==> src/rtl/alu_pkg.sv <==
// alu_pkg: definitions shared by the iterative divider and its trial-subtract stage.
//   div_state_t : divider FSM states (IDLE, BUSY, DONE)
//   DIV_WIDTH   : default operand/result width
//   DIV_CNT_W   : width of the iteration counter for DIV_WIDTH
package alu_pkg;

  localparam int DIV_WIDTH = 32;
  localparam int DIV_CNT_W = $clog2(DIV_WIDTH);

  typedef enum logic [1:0] {
    IDLE = 2'd0,
    BUSY = 2'd1,
    DONE = 2'd2
  } div_state_t;

endpackage

==> src/rtl/div_sub_stage.sv <==
// div_sub_stage: combinational (WIDTH+1)-bit trial subtractor, o_diff = i_rem - i_dvs.
// It is the ALU adder datapath with the B operand inverted and carry-in 1.
// Ports:
//   i_rem    in  WIDTH+1  minuend (partial remainder)
//   i_dvs    in  WIDTH+1  subtrahend (divisor magnitude)
//   o_diff   out WIDTH+1  difference, modulo 2^(WIDTH+1)
//   o_borrow out 1        high when i_rem < i_dvs (adder carry-out low)
module div_sub_stage #(
  parameter int WIDTH = 32
) (
  input  logic [WIDTH:0] i_rem,
  input  logic [WIDTH:0] i_dvs,
  output logic [WIDTH:0] o_diff,
  output logic           o_borrow
);

  logic [WIDTH+1:0] w_sum;

  // A + ~B + 1, one bit wider so the adder's carry-out is visible.
  assign w_sum    = {1'b0, i_rem} + {1'b0, ~i_dvs} + {{(WIDTH+1){1'b0}}, 1'b1};
  assign o_diff   = w_sum[WIDTH:0];
  assign o_borrow = ~w_sum[WIDTH+1];

endmodule

==> src/rtl/div_iter_alu.sv <==
// div_iter_alu: iterative restoring divider, one quotient bit per cycle.
// Serves DIV/DIVU/REM/REMU next to the combinational ALU.
// Optional feature macro: DIV_SIGNED_EN (two's-complement operation on is_signed).
// Ports:
//   clk, rst_n        clock (rising edge), asynchronous active-low reset
//   in_valid/in_ready operand handshake; in_ready is high only in IDLE
//   dividend, divisor WIDTH-bit operands
//   is_signed         signed operation (only honoured with DIV_SIGNED_EN)
//   out_valid/out_ready result handshake; outputs hold until accepted
//   quotient, remainder WIDTH-bit results
//   div_by_zero       divisor was zero; qualified by out_valid
//   dbg_state         current FSM state, for observation only
// Handshake: a transfer happens on a rising edge where valid and ready are
// both high; a valid source holds its data stable until that edge.
module div_iter_alu
  import alu_pkg::*;
#(
  parameter int WIDTH = DIV_WIDTH
) (
  input  logic             clk,
  input  logic             rst_n,
  input  logic             in_valid,
  output logic             in_ready,
  input  logic [WIDTH-1:0] dividend,
  input  logic [WIDTH-1:0] divisor,
  input  logic             is_signed,
  output logic             out_valid,
  input  logic             out_ready,
  output logic [WIDTH-1:0] quotient,
  output logic [WIDTH-1:0] remainder,
  output logic             div_by_zero,
  output logic [1:0]       dbg_state
);

  localparam int CNT_W = $clog2(WIDTH);

  div_state_t       r_state;
  div_state_t       w_next_state;

  logic [WIDTH-1:0] r_rem;
  logic [WIDTH-1:0] r_dvd;    // dividend bits shift out, quotient bits shift in
  logic [WIDTH-1:0] r_dvs;
  logic [CNT_W-1:0] r_cnt;
  logic [WIDTH-1:0] r_quot;
  logic [WIDTH-1:0] r_remo;
  logic             r_dbz;

  logic             w_accept;
  logic             w_div_zero;
  logic [WIDTH-1:0] w_mag_a;
  logic [WIDTH-1:0] w_mag_b;
  logic [WIDTH-1:0] w_rem_sh;
  logic [WIDTH:0]   w_diff;
  logic             w_borrow;
  logic             w_qbit;
  logic [WIDTH-1:0] w_rem_next;
  logic [WIDTH-1:0] w_q_raw;
  logic [WIDTH-1:0] w_q_final;
  logic [WIDTH-1:0] w_r_final;

  // ---------------------------------------------------------------------------
  // FSM
  // ---------------------------------------------------------------------------
  always_ff @(posedge clk or negedge rst_n) begin
    if (!rst_n) r_state <= IDLE;
    else        r_state <= w_next_state;
  end

  always_comb begin
    w_next_state = r_state;
    in_ready     = 1'b0;
    out_valid    = 1'b0;
    case (r_state)
      IDLE: begin
        in_ready = 1'b1;
        if (in_valid) w_next_state = w_div_zero ? DONE : BUSY;
      end
      BUSY: begin
        if (r_cnt == '0) w_next_state = DONE;
      end
      DONE: begin
        out_valid = 1'b1;
        if (out_ready) w_next_state = IDLE;
      end
      default: w_next_state = IDLE;
    endcase
  end

  assign w_accept   = in_valid & (r_state == IDLE);
  assign w_div_zero = (divisor == '0);
  assign dbg_state  = r_state;

  // ---------------------------------------------------------------------------
  // Sign pre/post-processing
  // ---------------------------------------------------------------------------
`ifdef DIV_SIGNED_EN
  logic w_sgn_a;
  logic w_sgn_b;
  logic r_neg_q;
  logic r_neg_r;

  assign w_sgn_a = is_signed & dividend[WIDTH-1];
  assign w_sgn_b = is_signed & divisor[WIDTH-1];
  assign w_mag_a = w_sgn_a ? (~dividend + {{(WIDTH-1){1'b0}}, 1'b1}) : dividend;
  assign w_mag_b = w_sgn_b ? (~divisor  + {{(WIDTH-1){1'b0}}, 1'b1}) : divisor;

  always_ff @(posedge clk or negedge rst_n) begin
    if (!rst_n) begin
      r_neg_q <= 1'b0;
      r_neg_r <= 1'b0;
    end else if (w_accept) begin
      r_neg_q <= w_sgn_a ^ w_sgn_b;
      r_neg_r <= w_sgn_a;
    end
  end

  // -2^(W-1) / -1: magnitude quotient is 2^(W-1) with equal signs, so it passes
  // through un-negated and already equals the required 0x80..0 result.
  assign w_q_final = r_neg_q ? (~w_q_raw    + {{(WIDTH-1){1'b0}}, 1'b1}) : w_q_raw;
  assign w_r_final = r_neg_r ? (~w_rem_next + {{(WIDTH-1){1'b0}}, 1'b1}) : w_rem_next;
`else
  logic w_unused_is_signed;

  assign w_unused_is_signed = is_signed;
  assign w_mag_a            = dividend;
  assign w_mag_b            = divisor;
  assign w_q_final          = w_q_raw;
  assign w_r_final          = w_rem_next;
`endif

  // ---------------------------------------------------------------------------
  // One restoring iteration
  // ---------------------------------------------------------------------------
  // The partial remainder before the shift is below 2^(k-1) on iteration k, so
  // dropping its top bit on the shift never loses information.
  assign w_rem_sh = {r_rem[WIDTH-2:0], r_dvd[WIDTH-1]};

  div_sub_stage #(.WIDTH(WIDTH)) u_sub (
    .i_rem    ({1'b0, w_rem_sh}),
    .i_dvs    ({1'b0, r_dvs}),
    .o_diff   (w_diff),
    .o_borrow (w_borrow)
  );

  assign w_qbit     = ~w_borrow;
  assign w_rem_next = w_borrow ? w_rem_sh : w_diff[WIDTH-1:0];
  assign w_q_raw    = {r_dvd[WIDTH-2:0], w_qbit};

  // ---------------------------------------------------------------------------
  // Datapath registers
  // ---------------------------------------------------------------------------
  always_ff @(posedge clk or negedge rst_n) begin
    if (!rst_n) begin
      r_rem  <= '0;
      r_dvd  <= '0;
      r_dvs  <= '0;
      r_cnt  <= '0;
      r_quot <= '0;
      r_remo <= '0;
      r_dbz  <= 1'b0;
    end else if (w_accept) begin
      r_rem <= '0;
      r_dvd <= w_mag_a;
      r_dvs <= w_mag_b;
      r_cnt <= CNT_W'(WIDTH - 1);
      if (w_div_zero) begin
        // Result is fixed; remainder is the raw dividend with no sign handling.
        r_quot <= '1;
        r_remo <= dividend;
        r_dbz  <= 1'b1;
      end else begin
        r_dbz <= 1'b0;
      end
    end else if (r_state == BUSY) begin
      r_rem <= w_rem_next;
      r_dvd <= w_q_raw;
      if (r_cnt == '0) begin
        r_quot <= w_q_final;
        r_remo <= w_r_final;
      end else begin
        r_cnt <= r_cnt - CNT_W'(1);
      end
    end
  end

  assign quotient    = r_quot;
  assign remainder   = r_remo;
  assign div_by_zero = r_dbz;

endmodule

==> config.mk <==
export PLATFORM = sky130hd
export DESIGN_NAME = div_iter_alu
export DESIGN_NICKNAME = d
export VERILOG_FILES = /design/src/rtl/alu_pkg.sv /design/src/rtl/div_sub_stage.sv /design/src/rtl/div_iter_alu.sv
export SDC_FILE = /design/constraint.sdc
export NUM_CORES = 1
export LEC_CHECK = 0
export ABC_AREA = 1
export ABC_CLOCK_PERIOD_IN_PS = 5700
export CORE_AREA = 2 2 194 196
export CTS_CLUSTER_DIAMETER = 30
export DETAILED_ROUTE_END_ITERATION = 10
export DIE_AREA = 0 0 196 198
export SLEW_MARGIN = 40
export SYNTH_ARGS = -nofsm -noshare
export SYNTH_HDL_FRONTEND = slang
export SYNTH_SLANG_ARGS = --single-unit
==> constraint.sdc <==
create_clock -name clk -period 5.7 [get_ports clk]
set_clock_uncertainty 0.05 [all_clocks]
set_input_delay 0.57 -clock clk [delete_from_list [all_inputs] [get_ports clk]]
set_output_delay 0.57 -clock clk [all_outputs]
set_load 0.005 [all_outputs]
==> impl_metrics.json <==
{
  "n_fill_cell": 4010,
  "drive_gt1_frac": 0.0509,
  "overflow": 0,
  "max-clock-path-buffers": 2,
  "timing.slew.headroom": 0.503,
  "num_antenna_cells": 0,
  "synthTopCellsByArea": "dfrtp_1, nand2_1, inv_1",
  "worstSetupStartpointType": "input port",
  "period_needed_ns": 3.69,
  "power.share.combinational": 0.610,
  "area_growth_syn_to_layout_pct": 23.3,
  "power_frac_seq": 0.252,
  "status": "complete, no violations",
  "synth_edf_count": 0,
  "start_util": 0.274,
  "utilization": 0.338,
  "die_y_um": 198,
  "cp-endpoint": "remainder[10]",
  "fin_crit_sh": 0.647,
  "place_congestion": 0.866,
  "p_sw_frac": 0.485,
  "yosysTopAreaCellShare": 0.412,
  "drc_errors": 0,
  "leakage_nw": 6.53,
  "grt_use_total": 0.160,
  "final_hold_viol_count": 0,
  "clock.fmax_mhz": 271,
  "powerDensity_nw_per_um2": 664,
  "reg2reg_from": "dbg_state[0]",
  "yosys_warnings": 0,
  "clk_pin_slew_ns": 0.07,
  "slew_violations": 0,
  "setup_viol": 0,
  "yosysSeqAreaShare": 0.412,
  "r2r_slack_ns": 2.02,
  "cts_buffers": 17,
  "r2r_cells": 12,
  "hold_class": "input port to asynchronous set/reset pin",
  "synthArstFlopShare": 1.00,
  "r2r_end": "remainder[10]",
  "cts_tree": "yes",
  "root_buffer": "clkbuf_16",
  "max-cap-violations": 0,
  "ys.flop_type": "dfrtp_1",
  "cp-startpoint": "in_valid",
  "yosys.area.top_type": "dfrtp_1",
  "cp-end-kind": "register",
  "seqCellArea_um2": 4180,
  "layout.nets": 1643,
  "antenna_found_initial": 0,
  "via_per_inst": 4.56,
  "io_pins": 138,
  "power.share.clock": 0.138,
  "vias": 9232,
  "cts_sinks": 167,
  "p_switching_mw": 4.02,
  "die_area_um2": 38800,
  "routedWlPerCell_um": 15.0,
  "cp_max_fo": 79,
  "postCtsSetupRepairBufs": 0,
  "arrival_ns": 3.98,
  "clk_latency_ns": 0.44,
  "required_ns": 5.99,
  "rows": 71,
  "ys_ff_latch": 167,
  "synth.avg_cell_area_um2": 7.09,
  "worstSetupPathType": "input port to register",
  "firstDrtPassIters": 5,
  "detailed_place_hpwl_um": 23500,
  "ir_worst_vdd_mv": 0.294,
  "grt_pass1_wl_um": 48900,
  "io_buffer_count": 136,
  "p_int_mw": 4.28,
  "cts_resized": 0,
  "wl_um": 30400,
  "antenna_left": 0,
  "syn_nets": 1533,
  "setup_tns_ns": 0,
  "drt_iter0_markers": 623,
  "cts_hold_buf": 0,
  "multi_input_area_um2": 4740,
  "core_um2": 37000,
  "grt_pass1_vias": 9046,
  "grt_setup_unrepaired": "false",
  "synth_cell_types": 36,
  "cts_max_level": 4,
  "syn_inst": 1429,
  "grt_max_degree": 80,
  "tightest_slew_ns": 0.746,
  "netlist_area_um2": 10100,
  "die_x_um": 196
}
-- layout make-up --
| class | count | share of cell area |
|---|---|---|
| clock buffers | 18 | 0.0343 |
| clock inverters | 14 | 0.0114 |
| inverters | 258 | 0.0774 |
| multi-input cells | 949 | 0.379 |
| flip-flops and latches | 167 | 0.334 |
| well taps | 474 | 0.0474 |
| repair buffers | 146 | 0.116 |
-- cell usage in the layout (no fill, tap or decap), types with 4 or more instances in the layout --
cell type	n
a21oi_1	57
a31oi_1	33
buf_4	8
clkbuf_16	17
clkdlybuf4s50_1	135
clkinvlp_4	4
dfrtp_1	167
ha_1	34
inv_1	254
inv_2	4
inv_6	5
nand2_1	460
nand2_2	22
nand3_1	66
nand4_1	50
nor2_1	84
nor2_2	4
o21ai_0	43
o221ai_1	32
or2_0	14
or2_1	17
xor2_1	14
-- layer usage --
layer / track usage / wire length [µm] / up-vias
met5: 0 / 0 / -
met1: 0.230 / 15200 / 4260
li1: - / - / 4726
met4: 0.0455 / 546 / 0
met3: 0.0201 / 1130 / 33
met2: 0.254 / 13500 / 213
-- cell families after synthesis --
group                    Yosys count  share of synthesized area
flip-flops                       167                      0.412
XOR/XNOR                          15                     0.0130
adder cells (fa/ha/maj)           35                     0.0439
AND/OR/NAND/NOR                  729                      0.309
AO/OA/AOI/OAI                    170                      0.102
buffers and inverters            313                      0.121
-- worst min-delay path by stage --
| stage | startpoint | to | slack, ns | cells after the start |
|---|---|---|---|---|
| CTS | rst_n | quotient[29] | 0.09 | 1 |
| floorplan | rst_n | dbg_state[0] | 0.22 | 0 |
| detailed placement | r_dvs[8] | r_dvs[8] | 0.43 | 2 |
| finish | rst_n | quotient[29] | 0.06 | 1 |
| global route | rst_n | quotient[29] | 0.11 | 1 |
| global placement | r_dvs[23] | r_dvs[23] | 0.42 | 2 |
-- power groups by stage --
stage / registers [mW] / logic [mW] / clock network (mW)
after floorplan: 2.03 / 3.50 / 0
final: 2.09 / 5.06 / 1.15
after detailed placement: 2.11 / 5.07 / 0
after global routing: 2.16 / 5.77 / 1.21
after global placement: 2.10 / 4.98 / 0
after CTS: 2.09 / 5.09 / 1.17
-- synthesized netlist by cell type (all sizes together) (28+ instances only) --
cell type	instances
nand2	484
inv	258
dfrtp	167
nor2	89
nand3	67
a21oi	58
nand4	50
o21ai	44
ha	34
a31oi	33
or2	33
o221ai	32
clkbuf	28
-- stage by stage --
step                      area, µm²  setup slack, ns  total power [mW]  hold slack (ns)  cells
after global routing          12500             1.69              9.15            0.109   2026
after global placement        11900             1.63              7.08            0.418   1992
final                         12500             2.01              8.30           0.0648   2026
after detailed placement      11900             1.58              7.18            0.425   1994
after floorplan               10100             3.66              5.53            0.224   1429
after CTS                     12500             2.00              8.35           0.0887   2026
-- state kept, by name, indices dropped and copies added (netlist names) --
signal	flops
remainder	32
r_cnt	5
r_dvd	32
r_dvs	32
div_by_zero	1
dbg_state	2
quotient	32
r_rem	31
-- critical path: stages --
cell	delay, ns
clkdlybuf4s50_1	0.44
nand2_4	0.50
inv_2	0.16
nor2_2	0.11
buf_4	0.37
nor2_1	0.11
nand2_2	0.52
inv_2	0.28
buf_4	0.40
or2_1	0.32
nand2_1	0.06
inv_1	0.04
Power figures use the tool's default switching activity.
==> edit 1: new RTL, same flow settings <==
`DIV_WIDTH`: 32 -> 64.
--- a/src/rtl/alu_pkg.sv
+++ b/src/rtl/alu_pkg.sv
@@ -6,3 +6,3 @@
 
-  localparam int DIV_WIDTH = 32;
+  localparam int DIV_WIDTH = 64;
   localparam int DIV_CNT_W = $clog2(DIV_WIDTH);
Interface: changed (resized dividend, divisor, quotient and remainder); port bits go from 138 to 266. No check against the original RTL was run, so the function may have changed too.
==> edit 1 against the unedited design <==
- utilization increased by 36 points
- final area increased by 110%
- sequential power increased by 66%
- wire length increased by 140%
- worst setup slack improved by 0.037 ns
- sequential cell count increased by 161
- total power increased by 68%
- synthesized area increased by 100%
- critical endpoint is now remainder[37]$_DFFE_PN0P_
- largest power group unchanged
- highest routed layer unchanged
==> edit 1: results (changes against the unedited design) <==
Placer Congestion 0.989 (was 0.866); total track usage 37.5% (was 16.0%); ranking of synthesized cells by area dfrtp_1 40%, nand2_1 21%, inv_1 9.2%, ha_1 4.0%, nand3_1 3.3% (was dfrtp_1 41%, nand2_1 17%, inv_1 9.4%, ha_1 4.2%, nand3_1 3.3%); dpl cell area 23600 µm² (was 11900 µm²); crit-path max FO 39 (was 79); CTS Buffer Depth 3 (was 2); drt wl/cell 19.3 µm (was 15.0 µm); First-pass DRT Iterations 6 (was 5); root buffer cell clkbuf_16 (unchanged); Fin. Hold Viols 0 (unchanged); worst rel slew slack 41.6% (was 50.3%); antenna violation net count after detailed routing 0 (unchanged); Fill cells 2812 (was 4010); H-tree levels 3 (was 4); Max VDD drop 0.000304 V (was 0.000294 V); fin nets 3441 (was 1643); Detail Placement HPWL 51300 µm (was 23500 µm); Post-synth ARST share 100% (unchanged); pre-CTS setup slack 1.66 ns (was 1.58 ns); main flop type after synthesis dfrtp_1 (unchanged); Worst-Skew Late Latency 0.59 ns (was 0.44 ns); postcts setup bufs 0 (unchanged); final wirelength 72800 µm (was 30400 µm); IO Port Bufs 264 (was 136); synth unique cells 33 (was 36); Ys Warns 0 (unchanged); DP Cell Count 3645 (was 1994); initial antenna violation count 2 (was 0); status finished, final reports clean (unchanged); global-route wire length before repair 113000 µm (was 48900 µm); syn avg cell area 6.88 µm² (was 7.09 µm²); clk slew on worst S/H paths 0.06 ns; Worst Hold Class input pin to async pin (unchanged); initial DRC count 2005 (was 623); TritonCTS buffer count 66 (was 17); syn nets 3209 (was 1533); Switch Pwr 6.07 mW (was 4.02 mW); leakage 14.2 nW (was 6.53 nW); Commonest cells post-synth 1163 x nand2_1, 507 x inv_1, 328 x dfrtp_1 (was 460 x nand2_1, 255 x inv_1, 167 x dfrtp_1); largest net degree at the start of global routing 149 (was 80); crit path DAT 4.06 ns (was 3.98 ns); proportion of layout cells with a drive suffix above 1 6.45% (was 5.09%); DR vias 21200 (was 9232); Seq/Total Area, Yosys 39.7% (was 41.2%)
==> edit 1: cell count changes after synthesis, moves of 62 or more <==
cell and delta:
nand2_1 +703, inv_1 +252, dfrtp_1 +161, nand3_1 +72, a21boi_0 +64, o211ai_1 +64
or2_2 +62
==> edit 1: logic make-up after synthesis <==
kind of cell               after synthesis  synth area share [%]
AOI/OAI and AO/OA                      341                  11.1
and+or+nand+nor                       1609                  32.1
adders and majority gates               67                  4.09
buffers and inverters                  632                  11.6
DFF                                    328                  39.7
xor gates and xnor gates                32                  1.35
==> edit 1: worst paths after layout <==
kind / from / endpoint / slack (ns) / cells past startpoint
max in group asynchronous: rst_n / r_rem[42]$_DFFE_PN0P_ / 3.99 / 4
worst max register to register: dbg_state[0]$_DFFE_PN0P_ / remainder[33]$_DFFE_PN0P_ / 2.15 / 10
min in group clk: r_dvs[0]$_DFFE_PN0P_ / r_dvs[0]$_DFFE_PN0P_ / 0.45 / 2
worst max-delay path: divisor[37] / remainder[37]$_DFFE_PN0P_ / 2.05 / 10
worst min-delay path: rst_n / quotient[11]$_DFFE_PN0P_ / 0.43 / 2
worst min register to register: r_dvs[0]$_DFFE_PN0P_ / r_dvs[0]$_DFFE_PN0P_ / 0.45 / 2
==> edit 1: cell type report <==
class	instances	area share, %
Multi-Input combinational cell	2049	39.0
Sequential cell	328	31.6
Timing Repair Buffer	280	10.9
Inverter	516	7.51
Clock buffer	82	7.07
Tap cell	474	2.29
Clock inverter	33	1.60
Antenna cell	2	0.0193
==> edit 1: repair_timing <==
action | 4_1_cts | 5_1_grt
hold buffers | 1 | 0
hold endpoints to repair | 43 | 0
gates resized for setup | 0 | 0
==> edit 1: power groups by stage <==
stage | registers, mW | logic (mW) | clock network [mW]
2_1_floorplan | 3.40 | 4.21 | 0
3_3_place_gp | 3.43 | 6.15 | 0
3_5_place_dp | 3.46 | 6.33 | 0
4_1_cts | 3.45 | 6.46 | 3.91
5_1_grt | 3.53 | 7.26 | 4.02
6_report | 3.46 | 6.58 | 3.91
==> edit 1: routing by layer <==
metal	routed length, µm	vias to the layer above	GRT usage (%)
li1	-	9964	-
met1	29400	9935	48.4
met2	32900	1135	59.7
met3	7730	167	10.1
met4	2730	0	16.4
met5	0	-	0
==> edit 1: through the flow <==
step	hold slack [ns]	util [%]
floorplan	0.224	-
global placement	0.417	64.0
detailed placement	0.428	64.0
CTS	0.434	70.1
global route	0.463	70.2
finish	0.430	70.2
==> edit 1: critical path, cell delays in order <==
cell	delay, ns
clkdlybuf4s50_1	0.41
nor4_1	0.67
nand4_1	0.32
nor2_1	0.29
nand3_4	0.39
buf_4	0.42
a21boi_0	0.61
nand3_1	0.20
nand2_1	0.10
inv_1	0.04
==> edit 2: new RTL, same flow settings <==
Made on the original files. Register the output `dbg_state` once more, cleared by the reset; this adds one clock of latency there. The other outputs are not delayed to match.
--- a/src/rtl/div_iter_alu.sv
+++ b/src/rtl/div_iter_alu.sv
@@ -90,3 +90,9 @@
   assign w_div_zero = (divisor == '0);
-  assign dbg_state  = r_state;
+  always_ff @(posedge clk or negedge rst_n) begin
+    if (!rst_n) begin
+      dbg_state <= '0;
+    end else begin
+      dbg_state <= r_state;
+    end
+  end
 
Behaviour: not the same (Yosys sat finds a counterexample within 4 cycles, from zero or initial values and one cycle with rst_n low).
==> edit 2 against the unedited design <==
- synthesized area is 0.62% lower
- sequential cell count is 2 higher
- worst setup slack better by 0.18 ns
- maximum frequency is 5.0% higher
- total power is 5.0% lower
- utilization is 0.17 points lower
- non-clock buffer count stayed put
- hold slack worse by 0.034 ns
- final area is 0.51% lower
- clock power is 3% lower
- wire length hardly changed
- count of clock-buffer cells in the layout is 1 higher
- register-to-register slack better by 0.27 ns
==> edit 2: results (changes against the unedited design) <==
root buffer cell clkbuf_16 (unchanged); drt wl/cell 15.1 µm (was 15.0 µm); crit-path max FO 50 (was 79); pre-CTS setup slack 1.67 ns (was 1.58 ns); status finished, final reports clean (unchanged); dpl cell area 11900 µm² (about the same); synth unique cells 33 (was 36); DR vias 9208 (was 9232); CP top delay family buffers and inverters (unchanged); Placer Congestion 0.904 (was 0.866); total track usage 16.1% (was 16.0%); slowest stage cell, crit path inv_2 (was nand2_2); Synth Area in XOR/XNOR 1.39% (was 1.30%); Final Util 33.7% (was 33.8%); worst rel slew slack 50.0% (was 50.3%); drt drc 0 (unchanged); area share of fa/ha/maj cells after synthesis 4.42% (was 4.39%); syn avg cell area 7.10 µm² (was 7.09 µm²); Max stage delay on crit path 0.71 ns (was 0.52 ns); syn nets 1523 (was 1533); Detail Placement HPWL 23800 µm (was 23500 µm); ranking of synthesized cells by area dfrtp_1 42%, nand2_1 18%, inv_1 9.3%, ha_1 4.2%, nand3_1 3.3% (was dfrtp_1 41%, nand2_1 17%, inv_1 9.4%, ha_1 4.2%, nand3_1 3.3%); final wirelength 30400 µm (about the same); initial DRC count 565 (was 623); proportion of layout cells with a drive suffix above 1 4.67% (was 5.09%); crit path DAT 3.84 ns (was 3.98 ns); vias in the first global route 9139 (was 9046); Post-synth ARST share 100% (unchanged); IO Port Bufs 136 (unchanged); fin nets 1633 (was 1643); largest net degree at the start of global routing 74 (was 80); Seq/Total Area, Yosys 42.0% (was 41.2%); Fill cells 4071 (was 4010); Antenna Cells 0 (unchanged); DP Cell Count 1983 (was 1994); Max VDD drop 0.000258 V (was 0.000294 V); global-route wire length before repair 49100 µm (was 48900 µm); Worst-Skew Late Latency 0.44 ns (about the same); leakage 6.53 nW (about the same); Synth Area in Compound Gates 10.2% (about the same); Commonest cells post-synth 478 x nand2_1, 250 x inv_1, 169 x dfrtp_1 (was 460 x nand2_1, 255 x inv_1, 167 x dfrtp_1)
## edit 2: changes by cell type after synthesis, sizes merged, moves of 2 or more
cell,before,now
nor3,2,5
o21bai,1,3
clkbuf,28,33
inv,258,253
o21ai,44,42
buf,27,22
nand2,484,481
dfrtp,167,169
or2,33,31
nor2,89,85
## edit 2: power breakdown
group          switching [mW]  internal, mW
sequential              0.317          1.77
combinational            2.91          1.77
clock                   0.532         0.581
## edit 2: metal layers
layer / part of all wire (%) / global-route usage, % / wire, µm / up-vias
met5: 0 / 0 / 0 / -
met4: 1.3 / 4.18 / 390 / 0
met3: 3.6 / 1.86 / 1090 / 23
met2: 45 / 25.8 / 13600 / 198
met1: 50 / 23.0 / 15300 / 4290
li1: - / - / - / 4697
## edit 2: layout make-up
type                    instances  share of cell area [%]
clock buffers                  19                    3.56
clock inverters                13                   0.915
inverters                     253                    7.65
multi-input cells             942                    37.4
flip-flops and latches        169                    34.0
well taps                     474                    4.77
repair buffers                146                    11.7
## edit 2: path summary, 6_finish.rpt
| kind | from | endpoint | slack, ns | cells past startpoint |
|---|---|---|---|---|
| worst min-delay path | rst_n | quotient[28]$_DFFE_PN0P_ | 0.03 | 1 |
| max in group asynchronous | rst_n | r_rem[6]$_DFFE_PN0P_ | 4.44 | 3 |
| worst max-delay path | divisor[28] | remainder[25]$_DFFE_PN0P_ | 2.19 | 12 |
| worst max register to register | r_state[1]$_DFFE_PN0P_ | remainder[25]$_DFFE_PN0P_ | 2.29 | 9 |
| worst min register to register | r_state[0]$_DFFE_PN0P_ | dbg_state[0]$_DFF_PN0_ | 0.42 | 0 |
| min in group clk | r_state[0]$_DFFE_PN0P_ | dbg_state[0]$_DFF_PN0_ | 0.42 | 0 |
